<file path="src/rtl/mem_arb_pkg.sv">
// Shared types and constants for the fetch/data memory port arbiter.
package mem_arb_pkg;

    // Transaction sequencing: idle, presenting a request to memory, waiting for its response.
    typedef enum logic [1:0] {
        IDLE  = 2'd0,
        ISSUE = 2'd1,
        WAIT  = 2'd2
    } arb_state_e;

    // Which requester the transaction in flight belongs to.
    typedef enum logic {
        FETCH = 1'b0,
        DATA  = 1'b1
    } arb_owner_e;

    // Contested data grants tolerated before fetch wins a tie.
    localparam int STARVE_MAX_DEF = 4;

    // Streak counter width; covers the legal STARVE_MAX range 1..15.
    localparam int STREAK_W = 4;

endpackage

</file>
<file path="src/rtl/mem_arb_pick.sv">
// Winner selection between fetch and data requests, with a starvation
// counter that lets fetch win a tie after a run of contested data grants.
module mem_arb_pick
    import mem_arb_pkg::*;
#(
    parameter int STARVE_MAX = STARVE_MAX_DEF
) (
    input  logic                clk,
    input  logic                rst,
    input  logic                if_req,
    input  logic                dm_req,
    input  logic                arb_en,
    output logic                pick_fetch,
    output logic                pick_data,
    output logic [STREAK_W-1:0] streak
);

    localparam logic [STREAK_W-1:0] STREAK_LIMIT = STREAK_W'(STARVE_MAX);

    logic [STREAK_W-1:0] streak_q;
    logic [STREAK_W-1:0] streak_d;
    logic                starved;

    // Data wins a tie unless fetch has lost STARVE_MAX contested rounds in a row.
    always_comb begin
        starved    = (streak_q == STREAK_LIMIT);
        pick_fetch = if_req && (!dm_req || starved);
        pick_data  = dm_req && !pick_fetch;
    end

    // Count data captures that happen while fetch is waiting; a fetch capture clears the run.
    always_comb begin
        streak_d = streak_q;
        if (arb_en && pick_fetch) begin
            streak_d = '0;
        end else if (arb_en && pick_data && if_req && (streak_q != STREAK_LIMIT)) begin
            streak_d = streak_q + 1'b1;
        end
    end

    // Streak register.
    always_ff @(posedge clk or negedge rst) begin
        if (!rst) begin
            streak_q <= '0;
        end else begin
            streak_q <= streak_d;
        end
    end

    assign streak = streak_q;

endmodule

</file>
<file path="src/rtl/mem_port_arbiter.sv">
// Shares one single-ported memory between instruction fetch and the data
// stage. One transaction is in flight at a time; the response is routed
// back to whichever requester owns it.
//
// Handshakes: a requester raises *_req with its address/data and holds them
// until the matching *_gnt pulse, which is the capture point. Toward memory,
// mem_req stays high with mem_* stable until mem_ready; mem_req && mem_ready
// in one cycle is the issue. Memory answers each issue with exactly one
// mem_rvalid pulse, which is forwarded as a one-cycle *_rvalid to the owner.
module mem_port_arbiter
    import mem_arb_pkg::*;
#(
    parameter int ADDR_W     = 32,
    parameter int DATA_W     = 32,
    parameter int STARVE_MAX = STARVE_MAX_DEF
) (
    input  logic                clk,
    input  logic                rst,
    input  logic                if_req,
    input  logic [ADDR_W-1:0]   if_addr,
    output logic                if_gnt,
    output logic                if_rvalid,
    output logic [DATA_W-1:0]   if_rdata,
    input  logic                dm_req,
    input  logic                dm_we,
    input  logic [ADDR_W-1:0]   dm_addr,
    input  logic [DATA_W-1:0]   dm_wdata,
    output logic                dm_gnt,
    output logic                dm_rvalid,
    output logic [DATA_W-1:0]   dm_rdata,
    output logic                mem_req,
    output logic                mem_we,
    output logic [ADDR_W-1:0]   mem_addr,
    output logic [DATA_W-1:0]   mem_wdata,
    input  logic                mem_ready,
    input  logic                mem_rvalid,
    input  logic [DATA_W-1:0]   mem_rdata,
    output logic                stall_if,
    output logic                stall_dm,
    output logic                busy,
    output arb_state_e          dbg_state,
    output logic [STREAK_W-1:0] dbg_streak
);

    arb_state_e          state_q,     state_d;
    arb_owner_e          owner_q,     owner_d;
    logic                mem_req_q,   mem_req_d;
    logic                mem_we_q,    mem_we_d;
    logic [ADDR_W-1:0]   mem_addr_q,  mem_addr_d;
    logic [DATA_W-1:0]   mem_wdata_q, mem_wdata_d;

    logic                rsp_fire;
    logic                arb_en;
    logic                pick_fetch;
    logic                pick_data;
    logic                capture;
    logic [STREAK_W-1:0] streak;

    // Arbitration happens when idle or in the cycle the outstanding response returns.
    // Responses outside WAIT belong to nothing (e.g. issued before a reset) and are dropped.
    // Gating with rst keeps grants low while reset is held.
    always_comb begin
        rsp_fire = (state_q == WAIT) && mem_rvalid;
        arb_en   = rst && ((state_q == IDLE) || rsp_fire);
        capture  = arb_en && (pick_fetch || pick_data);
    end

    mem_arb_pick #(
        .STARVE_MAX (STARVE_MAX)
    ) u_pick (
        .clk        (clk),
        .rst        (rst),
        .if_req     (if_req),
        .dm_req     (dm_req),
        .arb_en     (arb_en),
        .pick_fetch (pick_fetch),
        .pick_data  (pick_data),
        .streak     (streak)
    );

    // Next-state and next memory-port values; a capture overrides the state step.
    always_comb begin
        state_d     = state_q;
        owner_d     = owner_q;
        mem_req_d   = mem_req_q;
        mem_we_d    = mem_we_q;
        mem_addr_d  = mem_addr_q;
        mem_wdata_d = mem_wdata_q;

        case (state_q)
            ISSUE: begin
                if (mem_ready) begin
                    state_d   = WAIT;
                    mem_req_d = 1'b0;
                end
            end
            WAIT: begin
                if (mem_rvalid) begin
                    state_d = IDLE;
                end
            end
            default: begin
                state_d = IDLE;
            end
        endcase

        if (capture) begin
            state_d   = ISSUE;
            mem_req_d = 1'b1;
            if (pick_fetch) begin
                owner_d     = FETCH;
                mem_we_d    = 1'b0;
                mem_addr_d  = if_addr;
                mem_wdata_d = '0;
            end else begin
                owner_d     = DATA;
                mem_we_d    = dm_we;
                mem_addr_d  = dm_addr;
                mem_wdata_d = dm_wdata;
            end
        end
    end

    // Transaction FSM with registered memory-port outputs.
    always_ff @(posedge clk or negedge rst) begin
        if (!rst) begin
            state_q     <= IDLE;
            owner_q     <= FETCH;
            mem_req_q   <= 1'b0;
            mem_we_q    <= 1'b0;
            mem_addr_q  <= '0;
            mem_wdata_q <= '0;
        end else begin
            state_q     <= state_d;
            owner_q     <= owner_d;
            mem_req_q   <= mem_req_d;
            mem_we_q    <= mem_we_d;
            mem_addr_q  <= mem_addr_d;
            mem_wdata_q <= mem_wdata_d;
        end
    end

    // Grants, response routing and stall indications toward the pipeline.
    always_comb begin
        if_gnt    = arb_en && pick_fetch;
        dm_gnt    = arb_en && pick_data;
        if_rvalid = rsp_fire && (owner_q == FETCH);
        dm_rvalid = rsp_fire && (owner_q == DATA);
        if_rdata  = if_rvalid ? mem_rdata : '0;
        // A store acknowledgement carries no data.
        dm_rdata  = (dm_rvalid && !mem_we_q) ? mem_rdata : '0;
        stall_if  = if_req && !if_rvalid;
        stall_dm  = (dm_req || ((state_q != IDLE) && (owner_q == DATA))) && !dm_rvalid;
        busy      = (state_q != IDLE);
    end

    assign mem_req    = mem_req_q;
    assign mem_we     = mem_we_q;
    assign mem_addr   = mem_addr_q;
    assign mem_wdata  = mem_wdata_q;
    assign dbg_state  = state_q;
    assign dbg_streak = streak;

endmodule

</file>
<file path="config.mk">
export PLATFORM = sky130hd
export DESIGN_NAME = mem_port_arbiter
export DESIGN_NICKNAME = d
export VERILOG_FILES = /design/src/rtl/mem_arb_pkg.sv /design/src/rtl/mem_arb_pick.sv /design/src/rtl/mem_port_arbiter.sv
export SDC_FILE = /design/constraint.sdc
export NUM_CORES = 1
export LEC_CHECK = 0
export ABC_AREA = 1
export BUFFER_PORTS_ARGS = -buffer_cell sky130_fd_sc_hd__buf_2
export CORE_MARGIN = 5
export CORE_UTILIZATION = 30
export CTS_CLUSTER_SIZE = 25
export DETAILED_ROUTE_END_ITERATION = 12
export SYNTH_ARGS = -nofsm -noshare
export SYNTH_HDL_FRONTEND = slang
export SYNTH_SLANG_ARGS = --single-unit
</file>
<file path="constraint.sdc">
create_clock -name clk -period 2.65 [get_ports clk]
set_clock_uncertainty 0.15 [all_clocks]
set_input_delay 0.53 -clock clk [delete_from_list [all_inputs] [get_ports clk]]
set_output_delay 0.53 -clock clk [all_outputs]
set_load 0.005 [all_outputs]
</file>
Word-level counts from Yosys, hierarchy flattened
Index checks and enable logic that the tools add are counted.
Widths: inputs -> output; s select.
- reductions and logical operators: 31
- add/sub/neg operators: 1
- equal/unequal tests: 6
- multiplexer cells: 15
- bitwise logic cells: 1
- operators by type and width (cell ; count):
    $mux 32 ; 4
    $logic_and 1x1->1 ; 15
    $mux 4 ; 2
    $reduce_bool 2->1 ; 4
    $mux 2 ; 3
    $ne 3x3->1 const B ; 2
    $logic_not 1->1 ; 5
    $mux 1 ; 5
    $add 4x1->4 const B ; 1
    $eq 4x3->1 const B ; 1
    $logic_or 1x1->1 ; 4
    $ne 4x3->1 const B ; 1
    $pmux 2 s2 ; 1
    $reduce_and 2->1 ; 2
    $eq 2x1->1 const B ; 1
    $eq 2x2->1 const B ; 1
    $logic_not 2->1 ; 1
    $not 1->1 ; 1
- output and inout port bits: 143
- input bits: 135
- register bits: 73
- logic and storage cells: 61

Logic depth before layout (Yosys ltp)
- depth after elaboration: 10
- depth in mapped cells: 9
- gate-level depth less buffers: 8

Cells and area by module
From an unflattened synthesis, not the netlist that was laid out.
- cells, all modules: 639
- area, all modules: 4222.8 um2
- modules (own cells, without submodules) (module ; instances ; area an instance (um2) ; cells each ; sequential area each (um2)):
    mem_port_arbiter ; 1 ; 3947.5 ; 601 ; 1726.7
    mem_arb_pick ; 1 ; 275.3 ; 38 ; 100.1

Least setup slack after synthesis
No wires, ideal clock.
- kind: register to output
- from: register u_pick.streak_q[0] (netlist: u_pick.streak[0])
- to: output dm_gnt
- data required time: 1.970 ns
- stages on the path, launching flop included: 9
- arrival time: 1.252 ns
- buffers on the path: 1
- path slack: 0.718 ns
- path through: dfrtp_1 inv_1 ha_1 nand3_1 nand2_2 nand2_2 buf_2 nand2_1 inv_1
- cells in the longest elaborated chain, start to end: 6
- ends and longest elaborated chain (element ; RTL line ; text):
    start, declared ; mem_arb_pick.sv:20 ; logic [STREAK_W-1:0] streak_q;
    start signal, assigned ; mem_arb_pick.sv:46 ; streak_q <= streak_d;
    $eq 4x3->1 ; mem_arb_pick.sv:26 ; starved = (streak_q == STREAK_LIMIT);
    $logic_or 1x1->1 ; mem_arb_pick.sv:27 ; pick_fetch = if_req && (!dm_req || starved);
    $logic_and 1x1->1 ; mem_arb_pick.sv:27 ;
    $logic_not 1->1 ; mem_arb_pick.sv:28 ; pick_data = dm_req && !pick_fetch;
    $logic_and 1x1->1 ; mem_arb_pick.sv:28 ;
    $logic_and 1x1->1 ; mem_port_arbiter.sv:146 ; dm_gnt = arb_en && pick_data;
    end, declared ; mem_port_arbiter.sv:28 ; output logic dm_gnt,
No other way between the ends.

Worst setup path in the final report
- from: register state_q[0] (netlist: dbg_state[0])
- to: output if_rdata[21]
- cells in the longest elaborated chain, start to end: 4
- ends and longest elaborated chain (element ; RTL line ; text):
    start, declared ; mem_port_arbiter.sv:45 ; arb_state_e state_q, state_d;
    start signal, assigned ; mem_port_arbiter.sv:134 ; state_q <= state_d;
    $eq 2x2->1 ; mem_port_arbiter.sv:63 ; rsp_fire = (state_q == WAIT) && mem_rvalid;
    $logic_and 1x1->1 ; mem_port_arbiter.sv:63 ;
    $logic_and 1x1->1 ; mem_port_arbiter.sv:147 ; if_rvalid = rsp_fire && (owner_q == FETCH);
    $mux 32 ; mem_port_arbiter.sv:149 ; if_rdata = if_rvalid ? mem_rdata : '0;
    end, declared ; mem_port_arbiter.sv:23 ; output logic [DATA_W-1:0] if_rdata,
No other way between the ends.

==> results.md <==
- Outcome: completed
- DR DRC count: 0
- Worst setup SP type: flip-flop
- Die Y: between 100 and 150 um
- Synth Flop Type: dfrtp_1
- Cts bufs inserted: 9
- Dpl cell area: about 5500 sq um
- DIE WIDTH: 126 um
- CP Class: flip-flop to output port
- Synth area leaders: dfrtp_1 (45%), nand2_1 (17%), nand3_1 (13%)
- Post-Syn Instances: 589
- Area of the mapped netlist: 4020 sq um
- Detailed Routing Iterations Pass 1: 5
- Crit Reg-Reg Endpoint: mem_addr[28]
- Crit path cell chain: inv_1 -> nand3_1 -> nor2_2 -> clkinvlp_4 -> buf_4 -> nor2_1 -> buf_2
- Power density over the cells: 778 nW/um^2
- Post-synthesis mux area share: 0
- CP max stage cell: dfrtp_1
- Worst Path Arrival: 1.84 ns
- #FFs+latches synth: 73
- Initial antenna violation count: 3
- DR vias: 4476
- Clock-pin transition on the worst setup and hold timing paths: 0.06 ns
- CTS root buf: clkbuf_16
- Gr ovfl total: 0
- Count of buffer and inverter cells on the critical path: 4
- Port Buffers: ~280
- Rows: 42
- # H-tree levels: 3
- Detailed Place HPWL: 11000 um
- Setup TNS: 0 ns
- WL final: 14400 um
- CTS tree: done
- Layout area overhead: 46.0%
- Nets: 996
- Rel. slew slack: 0.581
- Cell variety after synth: 16
- Starting Density: 0.305
- Top cell type's share of synthesized area: 0.454
- CP Capture Type: output port
- Most common cell in the netlist: nand2_1
- Share of cells above drive strength 1: 0.365
- Detailed router's first-iteration violation count: 176
- Max Fanout on Critical Path: 8
- Leak: a little under 4 nW
- Syn_nets: 726
- Synth cell count leaders: nand2_1 (179), inv_1 (110), nand3_1 (105)
- Worst Tran Pin Value: 0.628 ns
- Minimum clock period: ~2.5 ns
- Worst r2r src: u_pick.streak[0]
- Die ar.: 15800 sq um
- R2R Setup Slk: 0.68 ns
- Core box area: 13200 sq um
- FFs w/ async S/R, synth: 1.00
- Syn_area_per_cell: 6.83 sq um
- Synth Area in Adders: 0.00622
- CP peak stage delay: 0.41 ns
- Main combinational cell family by area after synthesis: simple AND/OR/NAND/NOR gates
- Synthesis Warnings: 0
- Peak supply drop: 0.302 mV
- CTS sink count: 73
- Worst path top cell family by delay: buffers and inverters
- Final instance area: 5870 sq um
- Final period util: 0.951
- Number of global-route vias before repair: 4299
- RePlAce Congestion: between 0.9 and 1
- Leading area contributor after synthesis: dfrtp_1
- Reg2Reg Depth: 9
- FMAX: 397 MHz
- Slew Viols, Final: 0
- Final Hold Viols: 0
- Final Setup Violations: 0
- First-pass GRT wire length: 22200 um
- WHS: 0.147 ns
- Via density: 4.30
- Largest net degree at the start of global routing: 58
- CP Data Required Time: 1.97 ns
- DR WL/cell: 13.9 um
- DRT antenna net count: 0
- Sequential area share after synthesis: 0.454
- EDFF count, synth: 0
- Gr usage total: 0.173
- Clk_lat worst skew: 0.32 ns
- Synth Area in Simple Gates: 0.371
- Synth Area in Compound Gates: 0.00871
- Worst hold path type: input port to asynchronous set/reset pin
- Clk buf depth: 2
- Io pins: 278
- Maxcap violations: 0
- Synth Area in XOR/XNOR: 0.00436
logic make-up (layout without fill, tap and decap cells):
group           Yosys count  after routing
compound gates            7              7
flops                    73             73
simple gates            359            359
xor+xnor                  2              2
buf+inv                 146            420
fa+ha+maj                 2              2
other cells               0              2
worst max path at each step:
stage                                start      endpoint  slack [ns]  cells after the start
after global routing          dbg_state[0]  if_rdata[12]       -0.02                      7
after global placement          mem_rvalid   if_rdata[2]        0.34                      6
final                         dbg_state[0]  if_rdata[21]        0.13                      7
after detailed placement        mem_rvalid  if_rdata[23]        0.25                      6
after CTS                     dbg_state[1]  if_rdata[23]        0.06                      5
after floorplan           u_pick.streak[0]        dm_gnt        0.72                      8
layout by cell type (no fill, tap or decap):
cell,count
a21oi_1,2
buf_2,276
buf_4,16
bufinv_16,2
clkbuf_16,9
clkinv_2,3
clkinv_4,1
clkinvlp_4,2
dfrtp_1,73
diode_2,2
ha_1,2
inv_1,109
inv_2,2
nand2_1,179
nand2_2,1
nand2_4,1
nand3_1,105
nor2_1,71
nor2_2,1
nor2_4,1
o21ai_0,5
xor2_1,2
state kept, by name, indices dropped and copies added (netlist names):
register and count:
dbg_state 2, mem_addr 32, mem_req 1, mem_wdata 32, mem_we 1, owner_q 1, u_pick.streak 4
report_power, final:
part           internal (mW)  leakage (nW)  total, mW  switching (mW)
Combinational          0.668          2.83       1.54           0.868
Sequential              1.53         0.909       1.77           0.243
Clock                  0.815         0.155       1.26           0.446
through the flow:
step	util	std cells	total power, mW	setup WS (ns)
after global placement	0.418	1020	3.33	0.337
after CTS	0.442	1035	4.63	0.0575
after global routing	0.445	1041	4.92	-0.0210
after floorplan	-	589	2.53	0.718
after detailed placement	0.418	1020	3.34	0.248
final	0.445	1041	4.57	0.129
layout make-up:
| cell class | count | area, sq um |
|---|---|---|
| repair inverters | 1 | 7.51 |
| clock buffers | 9 | 225 |
| flip-flops and latches | 73 | 1830 |
| repair buffers | 292 | 1500 |
| inverters | 112 | 424 |
| fillers | 1432 | 7320 |
| clock inverters | 6 | 83.8 |
| multi-input cells | 370 | 1580 |
| diodes | 2 | 5.00 |
| well taps | 176 | 220 |
per-layer routing:
layer,global-route usage,share of wire,vias up
li1,-,-,2288
met1,0.199,0.39,1955
met2,0.292,0.47,198
met3,0.0644,0.10,33
met4,0.0732,0.037,2
met5,0,0.00090,-
worst reg2reg max path: stages (launching register included):
cell and delay [ns]:
dfrtp_1 0.39, inv_1 0.09, ha_1 0.19, nand3_1 0.14, nand2_2 0.09, nand2_4 0.18, buf_4 0.38, nand2_1 0.11
nand3_1 0.09, nand2_1 0.06
repair_timing:
item,4_1_cts,5_1_grt
setup endpoints to repair,0,33
hold buffers,0,0
resized for setup,0,4
buffers inserted,0,3
Note: power is estimated with default switching activity, not from simulation.
